<file path="config.mk">
export PLATFORM = sky130hd
export DESIGN_NAME = alu_control_pipe
export DESIGN_NICKNAME = d
export VERILOG_FILES = /design/src/rtl/alu_ctrl_pkg.sv /design/src/rtl/alu_op_decode.sv /design/src/rtl/alu_control_pipe.sv
export SDC_FILE = /design/constraint.sdc
export NUM_CORES = 1
export LEC_CHECK = 0
export CAP_MARGIN = 40
export CORE_MARGIN = 2
export CORE_UTILIZATION = 40
export DETAILED_ROUTE_END_ITERATION = 10
export PLACE_DENSITY_LB_ADDON = 0.25
export SLEW_MARGIN = 20
export SYNTH_ARGS = -nofsm -noshare
export SYNTH_HDL_FRONTEND = slang
export SYNTH_SLANG_ARGS = --single-unit
</file>
<file path="constraint.sdc">
create_clock -name clk -period 2.1 [get_ports clk]
set_clock_uncertainty 0.05 [all_clocks]
set_input_delay 0.42 -clock clk [delete_from_list [all_inputs] [get_ports clk]]
set_output_delay 0.42 -clock clk [all_outputs]
set_load 0.1 [all_outputs]
</file>
<file path="src/rtl/alu_ctrl_pkg.sv">
// Shared definitions for the ALU control stage.
// Provides the operation code enum, ALUOp and func7 encodings, the
// multi-cycle latency class enum and a helper that flags M-extension ops.
package alu_ctrl_pkg;

  typedef enum logic [4:0] {
    OP_AND    = 5'd0,
    OP_OR     = 5'd1,
    OP_ADD    = 5'd2,
    OP_XOR    = 5'd3,
    OP_SLL    = 5'd4,
    OP_SRL    = 5'd5,
    OP_SUB    = 5'd6,
    OP_SLT    = 5'd7,
    OP_SLTU   = 5'd8,
    OP_SRA    = 5'd9,
    OP_MUL    = 5'd16,
    OP_MULH   = 5'd17,
    OP_MULHSU = 5'd18,
    OP_MULHU  = 5'd19,
    OP_DIV    = 5'd20,
    OP_DIVU   = 5'd21,
    OP_REM    = 5'd22,
    OP_REMU   = 5'd23
  } alu_op_e;

  typedef enum logic [1:0] {
    LAT_SINGLE = 2'd0,
    LAT_MUL    = 2'd1,
    LAT_DIV    = 2'd2
  } lat_sel_e;

  localparam logic [1:0] ALUOP_MEM = 2'b00;
  localparam logic [1:0] ALUOP_BR  = 2'b01;
  localparam logic [1:0] ALUOP_R   = 2'b10;
  localparam logic [1:0] ALUOP_I   = 2'b11;

  localparam logic [6:0] F7_BASE   = 7'b0000000;
  localparam logic [6:0] F7_ALT    = 7'b0100000;
  localparam logic [6:0] F7_MULDIV = 7'b0000001;

  // M-extension codes all live in 16..23, so bit 4 identifies them.
  function automatic logic is_multicycle(input alu_op_e op);
    logic [4:0] bits;
    bits = op;
    return bits[4];
  endfunction

endpackage

</file>
<file path="src/rtl/alu_op_decode.sv">
// Combinational ALU operation decoder.
// Ports:
//   ALUOp_in  - instruction class (mem / branch / R-type / I-type)
//   func7     - instr[31:25]
//   func3     - instr[14:12]
//   op        - decoded operation code (ADD when illegal)
//   illegal   - decode failed
//   lat_sel   - occupancy class of the decoded op
module alu_op_decode
  import alu_ctrl_pkg::*;
#(
  parameter bit EN_M = 1'b1
) (
  input  logic [1:0] ALUOp_in,
  input  logic [6:0] func7,
  input  logic [2:0] func3,
  output alu_op_e    op,
  output logic       illegal,
  output lat_sel_e   lat_sel
);

  always_comb begin
    op      = OP_ADD;
    illegal = 1'b0;
    lat_sel = LAT_SINGLE;
    // func7/func3 are only examined inside the R/I branches, so X on them
    // during mem/branch ops never reaches op.
    case (ALUOp_in)
      ALUOP_MEM: op = OP_ADD;
      ALUOP_BR:  op = OP_SUB;
      ALUOP_R: begin
        if (func7 == F7_BASE) begin
          case (func3)
            3'b000:  op = OP_ADD;
            3'b001:  op = OP_SLL;
            3'b010:  op = OP_SLT;
            3'b011:  op = OP_SLTU;
            3'b100:  op = OP_XOR;
            3'b101:  op = OP_SRL;
            3'b110:  op = OP_OR;
            default: op = OP_AND;
          endcase
        end else if (func7 == F7_ALT && func3 == 3'b000) begin
          op = OP_SUB;
        end else if (func7 == F7_ALT && func3 == 3'b101) begin
          op = OP_SRA;
        end else if (EN_M && func7 == F7_MULDIV) begin
          op = alu_op_e'({2'b10, func3});
        end else begin
          illegal = 1'b1;
        end
      end
      default: begin
        case (func3)
          3'b000: op = OP_ADD;
          3'b001: begin
            if (func7 == F7_BASE) op = OP_SLL;
            else                  illegal = 1'b1;
          end
          3'b010: op = OP_SLT;
          3'b011: op = OP_SLTU;
          3'b100: op = OP_XOR;
          3'b101: begin
            if (func7 == F7_BASE)     op = OP_SRL;
            else if (func7 == F7_ALT) op = OP_SRA;
            else                      illegal = 1'b1;
          end
          3'b110:  op = OP_OR;
          default: op = OP_AND;
        endcase
      end
    endcase

    if (illegal) op = OP_ADD;

    if (is_multicycle(op)) begin
      lat_sel = func3[2] ? LAT_DIV : LAT_MUL;
    end
  end

endmodule

</file>
<file path="src/rtl/alu_control_pipe.sv">
// Registered ALU control stage between ID and EX.
// Decodes the incoming op, holds the code in an output register behind a
// valid/ready handshake and keeps EX occupied for multi-cycle MUL/DIV ops.
// Ports:
//   clk, rst_n        - clock, asynchronous active-low reset
//   valid_in/ready_out- upstream handshake
//   ALUOp_in/func7/func3 - decode inputs
//   flush             - synchronous flush, highest priority
//   valid_out/ready_in- downstream handshake
//   AluControl_out    - registered operation code
//   ctrl_busy         - multi-cycle op still counting
//   illegal_op        - registered decode-failure flag
module alu_control_pipe
  import alu_ctrl_pkg::*;
#(
  parameter int unsigned CTRL_W     = 5,
  parameter bit          EN_M       = 1'b1,
  parameter int unsigned MUL_CYCLES = 2,
  parameter int unsigned DIV_CYCLES = 32
) (
  input  logic              clk,
  input  logic              rst_n,
  input  logic              valid_in,
  output logic              ready_out,
  input  logic [1:0]        ALUOp_in,
  input  logic [6:0]        func7,
  input  logic [2:0]        func3,
  input  logic              flush,
  output logic              valid_out,
  input  logic              ready_in,
  output logic [CTRL_W-1:0] AluControl_out,
  output logic              ctrl_busy,
  output logic              illegal_op
);

  localparam int unsigned MAX_LAT = (MUL_CYCLES > DIV_CYCLES) ? MUL_CYCLES : DIV_CYCLES;
  localparam int unsigned CNT_W   = $clog2(MAX_LAT + 1);

  typedef enum logic [1:0] {
    IDLE = 2'd0,
    HOLD = 2'd1,
    BUSY = 2'd2
  } state_e;

  state_e          state_q, state_d;
  logic [CNT_W-1:0] cnt_q, cnt_d;
  alu_op_e         code_q;
  logic            illegal_q;

  alu_op_e         dec_op;
  logic            dec_illegal;
  lat_sel_e        dec_lat_sel;
  logic [CNT_W-1:0] dec_lat;
  logic            accept;
  logic            load;
  logic [4:0]      code_bits;

  alu_op_decode #(
    .EN_M (EN_M)
  ) u_decode (
    .ALUOp_in (ALUOp_in),
    .func7    (func7),
    .func3    (func3),
    .op       (dec_op),
    .illegal  (dec_illegal),
    .lat_sel  (dec_lat_sel)
  );

  always_comb begin
    dec_lat = CNT_W'(1);
    case (dec_lat_sel)
      LAT_MUL: dec_lat = CNT_W'(MUL_CYCLES);
      LAT_DIV: dec_lat = CNT_W'(DIV_CYCLES);
      default: dec_lat = CNT_W'(1);
    endcase
  end

  assign ready_out = !flush && (state_q == IDLE || (state_q == HOLD && ready_in));
  assign accept    = valid_in && ready_out;

  always_comb begin
    state_d = state_q;
    cnt_d   = cnt_q;
    load    = 1'b0;
    if (flush) begin
      state_d = IDLE;
      cnt_d   = '0;
    end else begin
      case (state_q)
        IDLE: load = accept;
        HOLD: begin
          // ready_in in HOLD is exactly a downstream transfer.
          if (ready_in) begin
            if (accept) load = 1'b1;
            else        state_d = IDLE;
          end
        end
        BUSY: begin
          if (cnt_q <= CNT_W'(1)) state_d = HOLD;
          if (cnt_q != '0)        cnt_d = cnt_q - CNT_W'(1);
        end
        default: state_d = IDLE;
      endcase
      if (load) begin
        if (dec_lat <= CNT_W'(1)) begin
          state_d = HOLD;
          cnt_d   = '0;
        end else begin
          state_d = BUSY;
          cnt_d   = dec_lat - CNT_W'(1);
        end
      end
    end
  end

  always_ff @(posedge clk or negedge rst_n) begin
    if (!rst_n) begin
      state_q   <= IDLE;
      cnt_q     <= '0;
      code_q    <= OP_ADD;
      illegal_q <= 1'b0;
    end else begin
      state_q <= state_d;
      cnt_q   <= cnt_d;
      if (flush) begin
        illegal_q <= 1'b0;
      end else if (load) begin
        code_q    <= dec_op;
        illegal_q <= dec_illegal;
      end
    end
  end

  assign code_bits      = code_q;
  assign AluControl_out = CTRL_W'(code_bits);
  assign valid_out      = (state_q != IDLE);
  assign ctrl_busy      = (state_q == BUSY);
  assign illegal_op     = illegal_q;

endmodule

</file>
Yosys cells after proc, flatten, opt, wreduce, memory -nomap -nowiden
Cells that the tools add are included.
- $add $sub $neg: 2
- multiply operators: 0
- divide/modulo/power cells: 0
- $lt $le $gt $ge: 2
- eq/ne operators: 18
- shifts and indexed selects: 0
- mux-type cells: 42
- bitwise logic cells: 1
- reduce and logical (&&, ||, !) cells: 20
- operators by type and width (operator ; count):
    5-bit one-hot mux with 7 select lines ; 1
    5-bit two-way mux ; 6
    6-bit two-way mux ; 5
    4-bit one-hot mux with 7 select lines ; 1
    2-bit two-way mux ; 8
    5-bit one-hot mux with 3 select lines ; 1
    1-bit two-way mux ; 13
    6-bit by 1-bit <= comparator with 1-bit output (second input constant) ; 2
    6-bit one-hot mux with 2 select lines ; 1
    6-bit by 1-bit subtractor with 6-bit output (second input constant) ; 2
    3-bit == test (second input constant) ; 3
    4-bit by 3-bit inequality test with 1-bit output (second input constant) ; 2
    7-bit by 1-bit == test with 1-bit output (second input constant) ; 1
    7-bit by 6-bit == test with 1-bit output (second input constant) ; 1
    7-bit zero test ; 1
    2-bit by 1-bit == test with 1-bit output (second input constant) ; 3
    2-bit == test (second input constant) ; 3
    3-bit by 2-bit == test with 1-bit output (second input constant) ; 2
    1-bit one-hot mux with 2 select lines ; 3
    2-bit one-hot mux with 3 select lines ; 1
    3-bit nonzero test ; 2
    6-bit nonzero test ; 1
    1-bit logical AND ; 5
    2-bit zero test ; 2
    other kinds (13) ; 15
- flip-flop bits (word level): 14
- latch bits: 0
- bits in writable memories: 0
- memory bits (read-only): 0
- input port bits: 17
- output and inout port bits: 9
- memories kept: 0

Logic depth before layout (Yosys ltp)
- depth after elaboration: 14
- depth in mapped cells: 6
- mapped depth without buffers: 6

Hierarchy
From an unflattened synthesis, not the netlist that was laid out.
- cells, all modules: 134
- area total of the unflattened synthesis: 1142.3 µm²
- by module, submodules not included (module ; times used ; cells an instance ; area each (µm²) ; sequential area each (µm²)):
    alu_control_pipe ; 1 ; 78 ; 804.5 ; 351.6
    alu_op_decode ; 1 ; 56 ; 337.8 ; 0.0

Worst setup path after synthesis
Ideal clock, no wire load.
- path kind: register -> output
- start point: reg state_q[1]
- end point: out ready_out
- arrival time: 2.555 ns
- data required time: 1.630 ns
- setup slack: -0.925 ns
- cell stages (with the launch flop): 3
- path through: dfrtp_1 buf_6 nor3_1
- word-level cells in the longest chain between the ends: 4
- elaborated cells between the ends (all ways): 5
- those cells by class: eq/ne (1); reduce/logical (4)
- ends and longest elaborated chain (element ; line ; text):
    start, declared ; alu_control_pipe.sv:45 ; state_e state_q, state_d;
    start signal, assigned ; alu_control_pipe.sv:123 ; state_q <= state_d;
    2-bit by 1-bit == test with 1-bit output ; alu_control_pipe.sv:78 ; assign ready_out = !flush && (state_q == IDLE || (state_q == HOLD && ready_in));
    1-bit logical AND ; alu_control_pipe.sv:78 ;
    1-bit logical OR (*) ; alu_control_pipe.sv:78 ;
    1-bit logical AND (*) ; alu_control_pipe.sv:78 ;
    end, declared ; alu_control_pipe.sv:24 ; output logic ready_out,
Every way passes the cells marked *; elsewhere a longest branch is shown, timed or not.

Worst setup path after layout
- start point: in ready_in
- end point: out ready_out
- word-level cells in the longest chain between the ends: 3
- ends and longest elaborated chain (element ; line ; text):
    start, declared ; alu_control_pipe.sv:30 ; input logic ready_in,
    1-bit logical AND ; alu_control_pipe.sv:78 ;
    1-bit logical OR ; alu_control_pipe.sv:78 ;
    1-bit logical AND ; alu_control_pipe.sv:78 ;
No other way between the ends.

==> summary.txt <==
Worst setup path
  – Critical path arrival: 1.50 ns
  – Slowest CP cell: clkdlybuf4s50_1
  – Crit path max fanout: 3
  – CP Class: in2out
  – Crit path launch type: primary input
  – Buffers & Inverters on Critical Path: 3
  – Family with the most delay on the worst path: buffers and inverters
  – CP required: 1.63 ns
  – CP cell instances: clkdlybuf4s50_1 -> nor2b_4 -> buf_4 -> nor3_4 -> buf_12
  – FF-to-FF path depth: 3
  – Worst r2r src: state_q[1]$_DFFE_PN0P_
  – Critical Path Max Stage Delay: between 0.5 and 0.6 ns
  – R2r setup slk: 0.37 ns
  – RR Endpoint: AluControl_out[3]$_DFFE_PN0P_
  – CP Capture Type: output pin

Timing
  – Endpoints failing hold: 0
  – TNS Setup: 0 ns
  – Slew HR: 0.588
  – Max Fclk: approximately 500 MHz
  – RSZ-0062 raised after global routing: no
  – Final period util: 0.939
  – Final Max Slew Viols: 0
  – Final hold slack: 0.447 ns
  – Final setup vio count: 0
  – Slew @ Worst Pin: between 0.6 and 0.7 ns
  – Setup slack after layout: 0.128 ns
  – Final min period: between 1.5 and 2 ns

Layout
  – Fin util: 0.574
  – Post-layout instance area: 0.00156 sq mm
  – Share of post-route cells with drive strength above 1: 0.286
  – Layout Nets: around 180
  – Multi-input combinational cell area: 706 sq um
  – P&R area growth vs syn: 39.1%
  – Diodes inserted: 0
  – Count of non-filler cells in the finished layout: 192
  – Filler cells: 265
  – Storage cell area: 352 sq um

GRT
  – Busiest grt layer: met2
  – First-pass GRT wire length: 4570 um
  – GR Overflow Total: 0
  – Largest net degree at the start of global routing: 15
  – Vias in the first global route: 1066
  – Initial antenna violation count: 0
  – Met3 Usage GRT: 0.0346
  – GRT Util Overall: 0.178
  – Met1 Resource Use GR: 0.216
  – GR Util met2: 0.315

Routing
  – DRT Pass-1 Iters: 4
  – # DRC: 0
  – Antenna Nets Post-Route: 0
  – WL per Instance: ~14 um
  – Via density: approximately 5.7
  – Final wirelength: 2730 um
  – Vias: 1095
  – Drt first-iter violations: 29

Floorplanning
  – Std cell rows: 19
  – Chip height: 56.9 um
  – DIE AREA: 0.00324 sq mm
  – Placeable Area: 0.00271 sq mm
  – Chip width: approximately 57 um
  – Initial Util: 0.413
  – IO Pins: 26

Yosys
  – Synth area leader: dfrtp_1
  – Synth top area share: 0.291
  – Count leader, synth: dfrtp_1
  – Main flop type after synthesis: dfrtp_1
  – Avg Inst Size Synth: ~9 sq um
  – Yosys reg bits: 14
  – Cells after Synth: about 120
  – Syn Nets: 143
  – Count of unique library cells instantiated by Yosys: 50
  – Most common library cells after synthesis: dfrtp_1 (13), nand2_1 (11), inv_1 (7)
  – Syn. warnings: 0
  – FFs w/ async S/R, synth: 1.00
  – Synthesized cell area: 0.00112 sq mm
  – Number of synthesized flops with an enable pin: 0
  – Register area share after synthesis: 0.314
  – Synth top area cells: dfrtp_1 (29%), nand2_1 (3.7%), o31ai_2 (3.4%)

Clock tree
  – TritonCTS clock tree: built
  – Clock Pin Slew Worst Setup and Hold Paths: ~0.080 ns
  – CTS max path bufs: 2
  – Cts hold-fix bufs: 0
  – Clk sinks: 14
  – Clock Latency Late Sink: 0.27 ns
  – CTS Buf Count: 3
  – Root buffer cell: clkbuf_4
  – Post-CTS sizing: 0
  – H-tree depth: 1
  – Setup bufs post-CTS: 0

Place
  – Port bufs: 25
  – Placed insts: 188
  – Pre-CTS WS: -0.0584 ns
  – Placement Cell Area: 0.00152 sq mm
  – Hpwl dp: 2200 um
  – Routability-driven placement congestion ratio: 0.863

Pwr
  – Leakage: 0.653 nW
  – Post-layout total power: 0.761 mW
  – Pwr dens: 489 mW/mm^2
  – Worst vdd ir: between 0.3 and 0.4 mV

Worst hold path
  – Hold EP: AluControl_out[4]$_DFFE_PN0P_
  – Worst hold start: AluControl_out[4]$_DFFE_PN0P_
  – Hold depth: 2
  – HP Class: reg2reg

Flow run
  – Max cap viols: 0

Outcome
  – Status: completed
==> worst min-delay path, stage by stage (launching register included) <==
cell	delay, ns
dfrtp_1	0.35
nand2_1	0.05
nand2_1	0.06
==> where the power goes <==
| part | switching [mW] | internal [mW] | leakage [nW] |
|---|---|---|---|
| sequential | 0.00995 | 0.284 | 0.188 |
| clock | 0.0837 | 0.105 | 0.0210 |
| combinational | 0.169 | 0.109 | 0.444 |
==> how the worst max path moves through the flow <==
stage / from / end / slack, ns / cells after the start
after global placement: ready_in / AluControl_out[1]$_DFFE_PN1P_ / 0.02 / 5
final: ready_in / ready_out / 0.13 / 5
after CTS: ready_in / ready_out / 0.13 / 5
after detailed placement: ready_in / AluControl_out[3]$_DFFE_PN0P_ / -0.06 / 5
after floorplan: state_q[1]$_DFFE_PN0P_ / ready_out / 0.34 / 2
after global routing: ready_in / ready_out / 0.1 / 5
==> sequential cells by signal, summed over array words and instances, names as in the netlist <==
name / cells
AluControl_out: 5
state_q: 2
cnt_q: 6
illegal_op: 1
==> logic make-up (layout without fill, tap and decap cells) <==
group                      Yosys count  after routing  share of synthesized area
DFF                                 14             14                      0.314
adders and majority gates            2              2                     0.0224
xor gates and xnor gates             3              3                     0.0235
buffers and inverters               15             52                     0.0649
AOI/OAI and AO/OA                   41             41                      0.283
muxes                                1              1                    0.00895
and+or+nand+nor                     48             48                      0.283
==> cells in the final DEF (no fill, tap or decap), types with 2 or more instances in the layout <==
master	instances
a31oi_1	2
nand4b_1	2
o31ai_2	3
a21o_1	2
nor2_1	4
clkbuf_4	3
a21oi_1	6
nand2b_1	5
clkdlybuf4s50_1	16
dfrtp_1	13
nand3_1	4
or2_2	2
nand2_1	11
xnor2_1	3
buf_4	21
nand4_1	2
buf_12	4
o31ai_1	3
ha_1	2
inv_1	7
nand3b_1	3
o21ai_1	6
o211ai_1	2
o21ai_0	6
==> final cells by class <==
| cell class | count | share of cell area |
|---|---|---|
| clock buffer | 4 | 0.0233 |
| tap | 31 | 0.0249 |
| inverter | 7 | 0.0169 |
| timing repair buffer | 41 | 0.256 |
| sequential | 14 | 0.226 |
| multi-input combinational | 95 | 0.453 |
==> per-layer routing <==
metal	part of all wire	vias to the layer above	wire length (um)
met5	0	-	0
met4	0.010	0	28
met3	0.040	4	108
met2	0.52	26	1410
met1	0.43	523	1170
li1	-	542	-
Power figures use the tool's default switching activity.
